===== config.mk =====
export PLATFORM = sky130hd
export DESIGN_NAME = coeff_pack12
export DESIGN_NICKNAME = d
export VERILOG_FILES = /design/src/rtl/coeff_pack12.sv
export SDC_FILE = /design/constraint.sdc
export NUM_CORES = 1
export LEC_CHECK = 0
export CAP_MARGIN = 20
export CORE_ASPECT_RATIO = 0.75
export CORE_MARGIN = 2
export CORE_UTILIZATION = 39
export DETAILED_ROUTE_END_ITERATION = 10
export SLEW_MARGIN = 15
export SYNTH_ARGS = -nofsm -noshare
export SYNTH_HDL_FRONTEND = slang
export SYNTH_SLANG_ARGS = --single-unit

===== constraint.sdc =====
create_clock -name clk -period 5.8 [get_ports clk]
set_input_delay 1.45 -clock clk [delete_from_list [all_inputs] [get_ports clk]]
set_output_delay 1.45 -clock clk [all_outputs]
set_load 0.005 [all_outputs]

===== src/rtl/coeff_pack12.sv =====
// Normalises signed coefficients to [0, Q-1] and packs pairs into the 12-bit ByteEncode byte stream.
// Optional sticky input range flag: define COEFF_PACK12_RANGE_CHK_EN.
module coeff_pack12 #(
    parameter int unsigned Q = 3329,
    parameter int unsigned N = 256
) (
    input  logic        clk,
    input  logic        rst,
    input  logic        in_valid,
    output logic        in_ready,
    input  logic [15:0] coeff_in,
    output logic        out_valid,
    input  logic        out_ready,
    output logic [7:0]  out_byte,
    output logic        out_last,
`ifdef COEFF_PACK12_RANGE_CHK_EN
    output logic        range_err,
`endif
    output logic        busy
);

    localparam int unsigned CW    = 12;
    localparam int unsigned PAIRS = N / 2;
    localparam int unsigned PW    = (PAIRS > 1) ? $clog2(PAIRS) : 1;
    localparam logic [PW-1:0] LAST_PAIR = PW'(PAIRS - 1);
    localparam logic [CW-1:0] Q12 = CW'(Q);
    localparam logic signed [16:0] QS = 17'(Q);

    typedef enum logic [2:0] {S_C0, S_C1, S_B0, S_B1, S_B2} state_t;

    state_t          state, state_d;
    logic [CW-1:0]   c0, c0_d, c1, c1_d, c;
    logic [PW-1:0]   cnt, cnt_d;
    logic            in_ready_d, out_valid_d, out_last_d, busy_d;
    logic [7:0]      out_byte_d;
    logic signed [16:0] cx;
    logic            in_xfer, out_xfer;

    assign in_xfer  = in_valid && in_ready;
    assign out_xfer = out_valid && out_ready;
    assign cx       = {coeff_in[15], coeff_in};

    // Single-step normalisation; only the low 12 bits survive, so 12-bit arithmetic suffices.
    always_comb begin
        c = coeff_in[CW-1:0];
        if (cx[16]) begin
            c = coeff_in[CW-1:0] + Q12;
        end else if (cx >= QS) begin
            c = coeff_in[CW-1:0] - Q12;
        end
    end

    always_ff @(posedge clk or posedge rst) begin
        if (rst) begin
            state <= S_C0;
        end else begin
            state <= state_d;
        end
    end

    always_comb begin
        state_d    = state;
        c0_d       = c0;
        c1_d       = c1;
        cnt_d      = cnt;
        busy_d     = busy;
        out_byte_d = out_byte;
        out_last_d = out_last;
        case (state)
            S_C0: begin
                if (in_xfer) begin
                    c0_d    = c;
                    state_d = S_C1;
                    if (cnt == '0) begin
                        busy_d = 1'b1;
                    end
                end
            end
            S_C1: begin
                if (in_xfer) begin
                    c1_d       = c;
                    state_d    = S_B0;
                    out_byte_d = c0[7:0];
                end
            end
            S_B0: begin
                if (out_xfer) begin
                    state_d    = S_B1;
                    out_byte_d = {c1[3:0], c0[11:8]};
                end
            end
            S_B1: begin
                if (out_xfer) begin
                    state_d    = S_B2;
                    out_byte_d = c1[11:4];
                    out_last_d = (cnt == LAST_PAIR);
                end
            end
            S_B2: begin
                if (out_xfer) begin
                    state_d    = S_C0;
                    out_last_d = 1'b0;
                    if (out_last) begin
                        cnt_d  = '0;
                        busy_d = 1'b0;
                    end else begin
                        cnt_d  = cnt + PW'(1);
                    end
                end
            end
            default: state_d = S_C0;
        endcase
        in_ready_d  = (state_d == S_C0) || (state_d == S_C1);
        out_valid_d = (state_d == S_B0) || (state_d == S_B1) || (state_d == S_B2);
    end

    always_ff @(posedge clk or posedge rst) begin
        if (rst) begin
            c0        <= '0;
            c1        <= '0;
            cnt       <= '0;
            in_ready  <= 1'b0;
            out_valid <= 1'b0;
            out_byte  <= '0;
            out_last  <= 1'b0;
            busy      <= 1'b0;
        end else begin
            c0        <= c0_d;
            c1        <= c1_d;
            cnt       <= cnt_d;
            in_ready  <= in_ready_d;
            out_valid <= out_valid_d;
            out_byte  <= out_byte_d;
            out_last  <= out_last_d;
            busy      <= busy_d;
        end
    end

`ifdef COEFF_PACK12_RANGE_CHK_EN
    localparam logic signed [16:0] NQS = -17'(Q);
    localparam logic signed [16:0] Q2S = 17'(2 * Q);

    // Sticky flag for inputs outside the single-step normalisation domain [-Q, 2Q-1].
    always_ff @(posedge clk or posedge rst) begin
        if (rst) begin
            range_err <= 1'b0;
        end else if (in_xfer && ((cx < NQS) || (cx >= Q2S))) begin
            range_err <= 1'b1;
        end
    end
`endif

endmodule


After elaboration in Yosys (flattened, before gate mapping)
Index checks and enable logic that the tools add are counted.
{"block": "word_totals", "in_bits": 20, "wordCells": 67, "latchBits": 0, "out_inout_bits": 12, "n_memories": 0, "mem_bits_rw": 0, "rom_bits": 0, "ff_bits": 46}
{"block": "op_classes", "div": 0, "addsub": 3, "multipliers": 0, "n_lt_le_gt_ge": 1, "mux": 21, "n_reduce_logical": 17, "n_eq_ne": 16, "n_bitwise": 0, "shifts": 0}
{"op": "two-way mux 12 bit", "count": 2}
{"op": "two-way mux 8 bit", "count": 3}
{"op": "case mux 8 bit (3 select lines)", "count": 1}
{"op": "greater-or-equal comparator 16 x 13 -> 1 bit, second input constant", "count": 1}
{"op": "two-way mux 3 bit", "count": 5}
{"op": "case mux 3 bit (5 select lines)", "count": 1}
{"op": "!= test 2 bit, second input constant", "count": 7}
{"op": "adder 12 bit, second input constant", "count": 1}
{"op": "== test 3 x 2 -> 1 bit, second input constant", "count": 4}
{"op": "subtractor 12 bit, second input constant", "count": 1}
{"op": "adder 7 x 1 -> 7 bit, second input constant", "count": 1}
{"op": "== test 7 bit, second input constant", "count": 1}
{"op": "logical NOT 7 bit", "count": 1}
{"op": "two-way mux 7 bit", "count": 1}
{"op": "== test 3 x 1 -> 1 bit, second input constant", "count": 2}
{"op": "== test 3 bit, second input constant", "count": 2}
{"op": "logical NOT 3 bit", "count": 2}
{"op": "two-way mux 1 bit", "count": 6}
{"op": "AND reduction 2 bit", "count": 3}
{"op": "AND reduction 5 bit", "count": 1}
{"op": "case mux 1 bit (2 select lines)", "count": 2}
{"op": "AND reduction 4 bit", "count": 1}
{"op": "nonzero test 2 bit", "count": 2}
{"op": "logical OR 1 bit", "count": 3}
{"op": "other kinds (3)", "count": 4}

Depth between registers and ports, before layout
{"block": "logic_depth", "ltp_word": 6, "mapped_depth": 7, "mapped_depth_nobuf": 7}

Worst setup path before layout
Ideal clock, no wire load.
{"block": "synth_timing", "kind": "in2reg", "startpoint": "input coeff_in[4]", "endpoint": "register c1[1]", "arrival_time_ps": 2847, "stages": 6, "required_ps": 5675, "setup_ps": 125, "n_path_buf": 1, "setup_slack_ps": 2828, "path_cell_list": "buf_2 nor4_4 a41o_1 a21oi_1 o31a_1 mux2_2"}
{"block": "synth_via", "elab_chain_cells": 3}
{"item": "start: declaration", "line_no": "11", "source": "input logic [15:0] coeff_in,"}
{"item": "greater-or-equal comparator 16 x 13 -> 1 bit", "line_no": "48", "source": "end else if (cx >= QS) begin"}
{"item": "two-way mux 12 bit", "line_no": "48"}
{"item": "two-way mux 12 bit", "line_no": "46", "source": "if (cx[16]) begin"}
{"item": "end signal: assignment", "line_no": "120", "source": "c1 <= '0;"}
{"item": "end signal: assignment", "line_no": "129", "source": "c1 <= c1_d;"}
{"item": "end: declaration", "line_no": "32", "source": "logic [CW-1:0] c0, c0_d, c1, c1_d, c;"}
No other way between the ends.
A chain may end at the register's enable or synchronous reset.

Worst setup path after layout
{"block": "layout_timing", "startpoint": "input coeff_in[15]", "endpoint": "register c0[1]"}
{"block": "layout_via", "elab_chain_cells": 3}
{"item": "greater-or-equal comparator 16 x 13 -> 1 bit", "line_no": "48"}
{"item": "two-way mux 12 bit", "line_no": "48"}
{"item": "two-way mux 12 bit (*)", "line_no": "46"}
{"item": "end signal: assignment", "line_no": "119", "source": "c0 <= '0;"}
{"item": "end signal: assignment", "line_no": "128", "source": "c0 <= c0_d;"}
{"item": "end: declaration", "line_no": "32"}
Every way passes the cells marked *; elsewhere a longest branch is shown, timed or not.

==> results.md <==
- Post-CTS Hold Buffers: 0
- Asr flop ratio synth: 100%
- Post-route clock period utilization: around three fifths
- Maximum VDD drop: approximately 0.0002 V
- Slowest-stage cell, CP: clkdlybuf4s50_1
- Reg2reg start: state[0]
- Final setup viols: 0
- Avg Inst Size Synth: about 8.6 um^2
- Status: complete, no violations
- Mapped Area: about 2700 um^2
- TritonCTS Buffers: 5
- WS Path Type: primary input to flip-flop
- PwrDens: ~390 nW/um^2
- Placement row count: 26
- H-tree depth: 2
- Worst hold path class: flip-flop to flip-flop
- IO Pins: 32
- Max Freq: 0.286 GHz
- Cell Chain, Critical Path: clkdlybuf4s50_1, nor4_1, and2_1, a21oi_1, o31a_1, mux2_2
- TritonRoute pass-1 iters: 4
- Via density: roughly 5.5
- CP Max Fanout: 15
- Worst path max stage delay: 0.67 ns
- Reg2reg path depth: 5
- Syn Nets: between 300 and 400
- Main synth FF type: dfrtp_1
- Post-synth EDFFs: 0
- CTS tree: yes
- Maxcap violations: 0
- Clock slew seen by the registers of the worst setup and hold paths: approximately 0.09 ns
- Post-CTS Setup Bufs: 0
- Via count: between 2000 and 2500
- Die H: around 76 um
- Layout area overhead: 16.8%
- Die width: 100 um
- Shortest period the worst path allows: between 3 and 4 ns
- Top cells by count, synth: nand2_1, dfrtp_1, nor2_1, o21ai_0, a21oi_1
- Worst setup EP type: flip-flop
- Hold Crit Depth: 2
- Post-cts sizing count: 0
- Routed len/inst: 14.8 um
- Slew HR: a little over a third
- P_leak: 1.31 nW
- Antenna-violating nets left: 0
- Clock Skew: a little over 0.01 ns
- Main area contributors after synthesis: dfrtp_1, nand2_1, o21ai_0, mux2i_1, nor2_1
- Worst Max-Slew Pin Slew: around 0.97 ns
- CP required: roughly 6 ns
- YS warnings: 0
- Final setup TNS: 0 ns
- Max-slew violation count: 0
- FF-to-FF setup slack: around 3.2 ns
- Post-synth top area share: approximately 43%
- Most common cell in the synthesized netlist: nand2_1
- Worst R2R End: c1[11]
- Die area: around 7600 um^2
- Final Wtd Congestion: roughly 0.80
- Total GRT Usage: about 17%
- Core area: 6770 um^2
- Hold path startpoint: c0[5]
- Yosys cell types: 45
- Arr. time, crit path: approximately 3.7 ns
- Clk_lat worst skew: a little over 0.3 ns
- Antenna violations before repair: 0
- Synthesized flop and latch total: between 40 and 50
- Post-Synthesis Cells: 314
- Detailed Route Iter0 Violations: between 150 and 200
- Number of global-route vias before repair: just over 2000
- GRT overflow: 0
- First-pass GRT wire length: a little over 10000 um
- Post-DP HPWL: approximately 4600 um
- DRT Wirelength: roughly 6200 um
- RSZ-0062 raised after global routing: no
- Final net count: 360
- PortBufs: 31
- Total power: ~0.0012 W
- Min-Delay Endpoint: c0[5]
- DRC: 0
- Setup crit start kind: primary input
- Pin count of the biggest net entering global routing: 47
- Sequential-to-total area share from yosys stat: a little over two fifths
- Post-synth top area cell: dfrtp_1
- Clk buf depth: 2
- Clock sinks: 46
- Clock root buffer master: clkbuf_8
- Share of post-route cells with drive strength above 1: roughly 5.7%
- Initial Util: approximately two fifths
- Ant diodes: 0
- Hold Violations, Final: 0
==> per-stage QoR <==
step	setup WS [ns]	hold WS, ns	util, %	cell area (um^2)	cells
after floorplan	2.83	0.448	-	2700	314
after detailed placement	2.00	0.471	45.0	3040	412
after CTS	2.32	0.491	46.6	3160	420
after global routing	2.17	0.502	46.6	3160	420
after global placement	2.01	0.468	45.0	3040	412
final	2.30	0.485	46.6	3160	420
==> worst max-delay path, delay by kind of cell <==
| family | cells | cell delay (ns) |
|---|---|---|
| AND/OR/NAND/NOR | 2 | 0.92 |
| buffers and inverters | 1 | 0.67 |
| AO/OA/AOI/OAI | 2 | 0.38 |
| multiplexers | 1 | 0.27 |
==> final cells by class <==
type                       count  area (um^2)
fill                         660         3610
sequential                    46         1150
timing repair buffer          31          310
tap                           84          105
clock buffer                   5         68.8
inverter                      12         45.0
clock inverter                 3         45.0
multi-input combinational    239         1430
==> logic make-up after synthesis <==
kind of cell / synth area share, %
buf+inv: 4.49
simple gates: 24.8
compound gates: 17.3
mux: 6.20
xor+xnor: 2.27
fa+ha+maj: 2.31
flops: 42.6
==> flip-flops by register name, indices dropped and copies added (netlist names) <==
register / count
out_valid: 1
c0: 12
in_ready: 1
out_byte: 8
state: 3
busy: 1
out_last: 1
cnt: 7
c1: 12
==> layer usage <==
metal	global-route usage (%)	part of all wire, %	wire [um]
met5	0	0	0
met4	4.11	0.95	59
met1	26.9	53	3300
met2	24.0	42	2590
met3	3.12	4.1	257
==> power breakdown <==
part           internal (W)  leakage (nW)  switching [W]  total [W]
Clock              0.000128        0.0504       0.000115   0.000243
Combinational      0.000207         0.687       0.000222   0.000429
Sequential         0.000443         0.574       0.000101   0.000543
==> worst max-delay path by stage <==
stage | start | slack, ns | cells after the start | to
final | coeff_in[15] | 2.30 | 6 | c0[1]
after global routing | coeff_in[15] | 2.17 | 6 | c0[10]
after CTS | in_valid | 2.32 | 6 | c0[11]
after detailed placement | in_valid | 2.00 | 6 | c0[11]
after global placement | in_valid | 2.01 | 6 | c0[11]
after floorplan | coeff_in[4] | 2.83 | 6 | c1[1]
==> cell usage in the layout, fill, tap and decap left out, drive strengths merged, types with 8 or more instances in the layout <==
cell type	n
nand2	50
dfrtp	46
clkdlybuf4s50	31
o21ai	31
nor2	26
a21oi	17
inv	12
nand3	10
mux2i	10
nand2b	8
nor3	8
Power figures use the tool's default switching activity.
